[src/rtl/video_pattern_gen.sv]
// Raster timing generator (DE, HSync, VSync) with selectable 24-bit test patterns.
// Latency: 1 clock from counter state to every output; all outputs registered.
// Backpressure: none, free-running pixel source; downstream must accept every clock.
//
// Ports:
//   i_clk         pixel clock, rising edge
//   i_rstN        synchronous active-low reset
//   i_pattern     0 bars, 1 gray ramp, 2 checkerboard, 3 solid (latched at frame start)
//   i_solidColor  colour for pattern 3 (latched at frame start)
//   o_VDE         active-video data enable
//   o_HSync       horizontal sync, polarity SYNC_POL
//   o_VSync       vertical sync, polarity SYNC_POL
//   o_frameStart  one-clock pulse coincident with pixel (0,0)
//   o_pixelData   pixel {R,B,G}, zero outside the active region
module video_pattern_gen #(
  parameter int H_ACTIVE   = 1280,
  parameter int H_FP       = 110,
  parameter int H_SYNC     = 40,
  parameter int H_BP       = 220,
  parameter int V_ACTIVE   = 720,
  parameter int V_FP       = 5,
  parameter int V_SYNC     = 5,
  parameter int V_BP       = 20,
  parameter bit SYNC_POL   = 1'b1,
  parameter int CHECK_LOG2 = 5
) (
  input  logic        i_clk,
  input  logic        i_rstN,
  input  logic [1:0]  i_pattern,
  input  logic [23:0] i_solidColor,
  output logic        o_VDE,
  output logic        o_HSync,
  output logic        o_VSync,
  output logic        o_frameStart,
  output logic [23:0] o_pixelData
);

  localparam int H_TOTAL = H_ACTIVE + H_FP + H_SYNC + H_BP;
  localparam int V_TOTAL = V_ACTIVE + V_FP + V_SYNC + V_BP;
  localparam int BAR_W   = H_ACTIVE / 8;

  // Horizontal counter is at least 8 bits so the ramp can take hCnt[7:0]
  // directly; both counters must also contain the checkerboard bit.
  localparam int H_MIN = (CHECK_LOG2 + 1 > 8) ? CHECK_LOG2 + 1 : 8;
  localparam int HW    = ($clog2(H_TOTAL) > H_MIN) ? $clog2(H_TOTAL) : H_MIN;
  localparam int VW    = ($clog2(V_TOTAL) > CHECK_LOG2 + 1) ? $clog2(V_TOTAL) : CHECK_LOG2 + 1;

  localparam logic [HW-1:0] H_LAST   = HW'(H_TOTAL - 1);
  localparam logic [HW-1:0] H_ACT    = HW'(H_ACTIVE);
  localparam logic [HW-1:0] HS_START = HW'(H_ACTIVE + H_FP);
  localparam logic [HW-1:0] HS_END   = HW'(H_ACTIVE + H_FP + H_SYNC);
  localparam logic [HW-1:0] BAR_LAST = HW'(BAR_W - 1);
  localparam logic [VW-1:0] V_LAST   = VW'(V_TOTAL - 1);
  localparam logic [VW-1:0] V_ACT    = VW'(V_ACTIVE);
  localparam logic [VW-1:0] VS_START = VW'(V_ACTIVE + V_FP);
  localparam logic [VW-1:0] VS_END   = VW'(V_ACTIVE + V_FP + V_SYNC);

  logic [HW-1:0] h_cnt;
  logic [VW-1:0] v_cnt;
  logic [HW-1:0] bar_pos;
  logic [2:0]    bar_idx;
  logic [1:0]    pat_q;
  logic [23:0]   col_q;

  logic          frame_first;
  logic          active;
  logic          hs_on;
  logic          vs_on;
  logic [1:0]    pat_eff;
  logic [23:0]   col_eff;
  logic [23:0]   bar_rgb;
  logic [23:0]   pix_next;

  always_comb begin
    frame_first = (h_cnt == '0) && (v_cnt == '0);
    // Pixel (0,0) is rendered with the values being latched on this same
    // edge, so the first pixel of a frame already reflects the new pattern.
    pat_eff = frame_first ? i_pattern    : pat_q;
    col_eff = frame_first ? i_solidColor : col_q;
    active  = (h_cnt < H_ACT) && (v_cnt < V_ACT);
    hs_on   = (h_cnt >= HS_START) && (h_cnt < HS_END);
    vs_on   = (v_cnt >= VS_START) && (v_cnt < VS_END);

    case (bar_idx)
      3'd0:    bar_rgb = 24'hFFFFFF;  // white
      3'd1:    bar_rgb = 24'hFF00FF;  // yellow
      3'd2:    bar_rgb = 24'h00FFFF;  // cyan
      3'd3:    bar_rgb = 24'h0000FF;  // green
      3'd4:    bar_rgb = 24'hFFFF00;  // magenta
      3'd5:    bar_rgb = 24'hFF0000;  // red
      3'd6:    bar_rgb = 24'h00FF00;  // blue
      default: bar_rgb = 24'h000000;  // black
    endcase

    pix_next = '0;
    if (active) begin
      case (pat_eff)
        2'd0:    pix_next = bar_rgb;
        2'd1:    pix_next = {3{h_cnt[7:0]}};
        2'd2:    pix_next = (h_cnt[CHECK_LOG2] ^ v_cnt[CHECK_LOG2]) ? 24'h000000 : 24'hFFFFFF;
        default: pix_next = col_eff;
      endcase
    end
  end

  always_ff @(posedge i_clk) begin
    if (!i_rstN) begin
      h_cnt        <= '0;
      v_cnt        <= '0;
      bar_pos      <= '0;
      bar_idx      <= '0;
      pat_q        <= '0;
      col_q        <= '0;
      o_VDE        <= 1'b0;
      o_HSync      <= ~SYNC_POL;
      o_VSync      <= ~SYNC_POL;
      o_frameStart <= 1'b0;
      o_pixelData  <= '0;
    end else begin
      if (frame_first) begin
        pat_q <= i_pattern;
        col_q <= i_solidColor;
      end

      if (h_cnt == H_LAST) begin
        h_cnt   <= '0;
        v_cnt   <= (v_cnt == V_LAST) ? '0 : v_cnt + VW'(1);
        bar_pos <= '0;
        bar_idx <= '0;
      end else begin
        h_cnt <= h_cnt + HW'(1);
        // Divider-free bar index; saturating at 7 lets the last bar absorb
        // any remainder of H_ACTIVE/8.
        if (bar_pos == BAR_LAST) begin
          bar_pos <= '0;
          if (bar_idx != 3'd7) bar_idx <= bar_idx + 3'd1;
        end else begin
          bar_pos <= bar_pos + HW'(1);
        end
      end

      o_VDE        <= active;
      o_HSync      <= hs_on ? SYNC_POL : ~SYNC_POL;
      o_VSync      <= vs_on ? SYNC_POL : ~SYNC_POL;
      o_frameStart <= frame_first;
      o_pixelData  <= pix_next;
    end
  end

endmodule

[config.mk]
export PLATFORM = sky130hd
export DESIGN_NAME = video_pattern_gen
export DESIGN_NICKNAME = d
export VERILOG_FILES = /design/src/rtl/video_pattern_gen.sv
export SDC_FILE = /design/constraint.sdc
export NUM_CORES = 1
export LEC_CHECK = 0
export CAP_MARGIN = 40
export CORE_MARGIN = 4
export CORE_UTILIZATION = 59
export DETAILED_ROUTE_END_ITERATION = 6
export PLACE_DENSITY = 0.85
export SLEW_MARGIN = 20
export SYNTH_ARGS = -nofsm -noshare
export SYNTH_HDL_FRONTEND = slang
export SYNTH_SLANG_ARGS = --single-unit
[constraint.sdc]
create_clock -name i_clk -period 6.15 [get_ports i_clk]
set_clock_uncertainty 0.2 [all_clocks]
set_input_delay 1.5375 -clock i_clk [delete_from_list [all_inputs] [get_ports i_clk]]
set_output_delay 1.5375 -clock i_clk [all_outputs]
set_load 0.02 [all_outputs]
==> flow_metrics.env <==
export IMPL_fillers=500
export IMPL_arrival_ps=3440
export IMPL_postSynthCellCount=462
export IMPL_h_tree_depth=3
export IMPL_hold_path_end="bar_pos[0]"
export IMPL_io_buffers=55
export IMPL_min_period_ps=3430
export IMPL_numCtsBuffers=9
export IMPL_drive_above_1_share_pct=6.86
export IMPL_grt_pass1_wl_um=16300
export IMPL_hp_start="bar_pos[0]"
export IMPL_die_w_um=91.3
export IMPL_cts_tree="built"
export IMPL_layout_nets=547
export IMPL_drtPass1Iterations=5
export IMPL_first_global_vias=3476
export IMPL_finish_instance_area_um2=4830
export IMPL_cp_end_kind="register"
export IMPL_cts_max_path_buffers=2
export IMPL_grt_max_degree=29
export IMPL_power_per_cell_area_nw_per_um2=265
export IMPL_utilization_pct=71.6
export IMPL_fmax_mhz=292
export IMPL_core_area_um2=6760
export IMPL_cap_violations=0
export IMPL_hpwl_um=6820
export IMPL_rows=30
export IMPL_place_ws_ps=2150
export IMPL_post_place_cells=573
export IMPL_rsz0062_at_grt="false"
export IMPL_hold_depth=1
export IMPL_yosysTopAreaCell="dfxtp_1"
export IMPL_rrSetupSlack_ps=2720
export IMPL_antenna_found_initial=0
export IMPL_async_reset_ff_share_pct=0
export IMPL_ir_worst_vdd_v=0.000117
export IMPL_dpl_cell_area_um2=4630
export IMPL_synthTopCellsByArea="dfxtp_1 44%, nor2_1 5.0%, ha_1 4.3%"
export IMPL_clk_latency_ps=360
export IMPL_synth_nets=504
export IMPL_synth_distinct_cells=56
export IMPL_post_cts_buffers=0
export IMPL_stdcell_count=590
export IMPL_grt_usage_pct=24.2
export IMPL_route_detailed_wl_per_inst_um=16.7
export IMPL_synth_seq_cells=89
export IMPL_required_ps=6160
export IMPL_avgViaCountPerCell=6.11
export IMPL_route_detailed_drc=0
export IMPL_r2r_cells=7
export IMPL_outcome="completed"
export IMPL_gr_usage_met2_pct=40.6
export IMPL_synth_top_area_share_pct=43.6
export IMPL_final_hold_viol_count=0
export IMPL_whs_ps=254
export IMPL_startpoint_type="register"
export IMPL_io_pins=56
export IMPL_drt_initial_drc_count=204
export IMPL_min_period_over_period_pct=55.7
export IMPL_leakagePower_nw=1.79
export IMPL_clock_sinks=89
export IMPL_vias=3605
export IMPL_hold_path_class="register to register"
export IMPL_cts_root_buffer="clkbuf_8"
export IMPL_start_util_pct=60.5
export IMPL_ys_seq_area_share_pct=43.6
export IMPL_die_area_um2=8330
export IMPL_dieHeight_um=91.3
export IMPL_reg2reg_from="h_cnt[1]"
export IMPL_finalPower_mw=1.28
export IMPL_areaGrowthSynthToFinish_pct=18.2
export IMPL_cts_repair_resized=0
export IMPL_synthesis_area_um2=4090
export IMPL_busiest_layer="met2"
export IMPL_grt_overflow_total=0
export IMPL_avgSynthCellArea_um2=8.85
export IMPL_use_met1_pct=29.0
export IMPL_gr_usage_met3_pct=5.22
export IMPL_synth_edf_count=0
export IMPL_cts_clk_slew_worst_paths_ps=90
export IMPL_synthTopCellsByCount="89 x dfxtp_1, 54 x nor2_1, 38 x nand2_1"
export IMPL_wirelength_um=9830
export IMPL_finalMaxSlewViolations=0
export IMPL_cts_hold_buffers_added=0
export IMPL_crit_fanout=19
export IMPL_yosysWarnings=0
export IMPL_slew_headroom_pct=41.1
export IMPL_yosysMostFrequentCell="dfxtp_1"
export IMPL_setup_viol=0
export IMPL_fin_tns_setup_ps=0
export IMPL_synth_top_flop_cell="dfxtp_1"
export IMPL_regToRegEndpoint="o_pixelData[3]"
export IMPL_setup_ws_ps=2720
export IMPL_worstMarginPinSlew_ps=859
export IMPL_antenna_cells=0
export IMPL_ant_nets=0
export IMPL_crit_type="register to register"
export IMPL_gp_congestion=0.869
[worst max-delay path, cell delays in order, from the launching register on]
cell     delay (ps)
dfxtp_1         390
inv_1           110
ha_1            130
nor3b_1         490
and3_1          800
nand2_4         320
o21ai_1         610
a31oi_1         220
[report_power, final]
part	switching, mW	internal, mW
combinational	0.140	0.108
sequential	0.0195	0.622
clock	0.206	0.187
total	0.366	0.918
[cell families (layout without fill, tap and decap cells)]
family	count (synthesis)	count (layout)	synth area share [%]
AND/OR/NAND/NOR	183	183	23.2
AO/OA/AOI/OAI	103	103	16.8
flip-flops	89	89	43.6
buffers and inverters	36	84	4.01
XOR/XNOR	28	28	6.00
adder cells (fa/ha/maj)	14	14	4.28
multiplexers	9	9	2.20
[layer usage]
layer / part of all wire (%) / wire length, um
met4: 2.3 / 231
met2: 48 / 4740
met3: 6.9 / 675
met5: 0 / 0
met1: 43 / 4180
[cell type report]
class	count	area [um^2]	share of cell area, %
repair buffers	57	566	11.7
inverters	11	41.3	0.854
clock buffers	9	124	2.56
clock inverters	7	71.3	1.48
flip-flops and latches	89	1780	36.9
multi-input cells	337	2150	44.5
well taps	80	100	2.07
[placed cells by master (no fill, tap or decap), types with 2 or more instances in the layout]
cell / n
nand2_1: 38
nand3b_1: 2
a2bb2o_1: 2
clkinv_4: 3
a311oi_1: 2
nor4_1: 2
a21boi_0: 2
nor2_1: 54
nor3_1: 14
dfxtp_1: 89
nor3_2: 2
ha_1: 14
clkdlybuf4s50_1: 55
inv_1: 10
a211oi_1: 2
a221oi_1: 7
nor4b_2: 2
o2bb2ai_1: 12
nand3_1: 28
xor2_1: 12
nor4_2: 3
a2111oi_1: 2
clkinv_2: 3
nand4_1: 8
a31oi_1: 15
a21oi_1: 22
o21ai_0: 25
clkbuf_8: 9
xnor2_1: 16
nor2b_1: 3
nand4b_1: 3
and2_1: 2
and3_1: 9
or4_4: 2
buf_4: 2
a32oi_1: 2
nand2b_1: 3
mux2i_1: 9
[sequential cells by signal (all words and copies together), names as in the netlist]
name          flops
col_q            24
o_pixelData      24
bar_pos          11
h_cnt            11
v_cnt            10
bar_idx           3
pat_q             2
o_HSync           1
o_VDE             1
o_VSync           1
o_frameStart      1
[how the worst max path moves through the flow]
| stage | start | end | depth (start not counted) |
|---|---|---|---|
| 2_1_floorplan | i_pattern[1] | o_pixelData[14] | 4 |
| 3_3_place_gp | i_pattern[1] | o_pixelData[14] | 5 |
| 3_5_place_dp | i_pattern[1] | o_pixelData[14] | 5 |
| 4_1_cts | i_pattern[1] | o_pixelData[14] | 5 |
| 5_1_grt | h_cnt[1] | o_pixelData[14] | 7 |
| 6_report | h_cnt[1] | o_pixelData[3] | 7 |
Note: power is estimated with default switching activity, not from simulation.
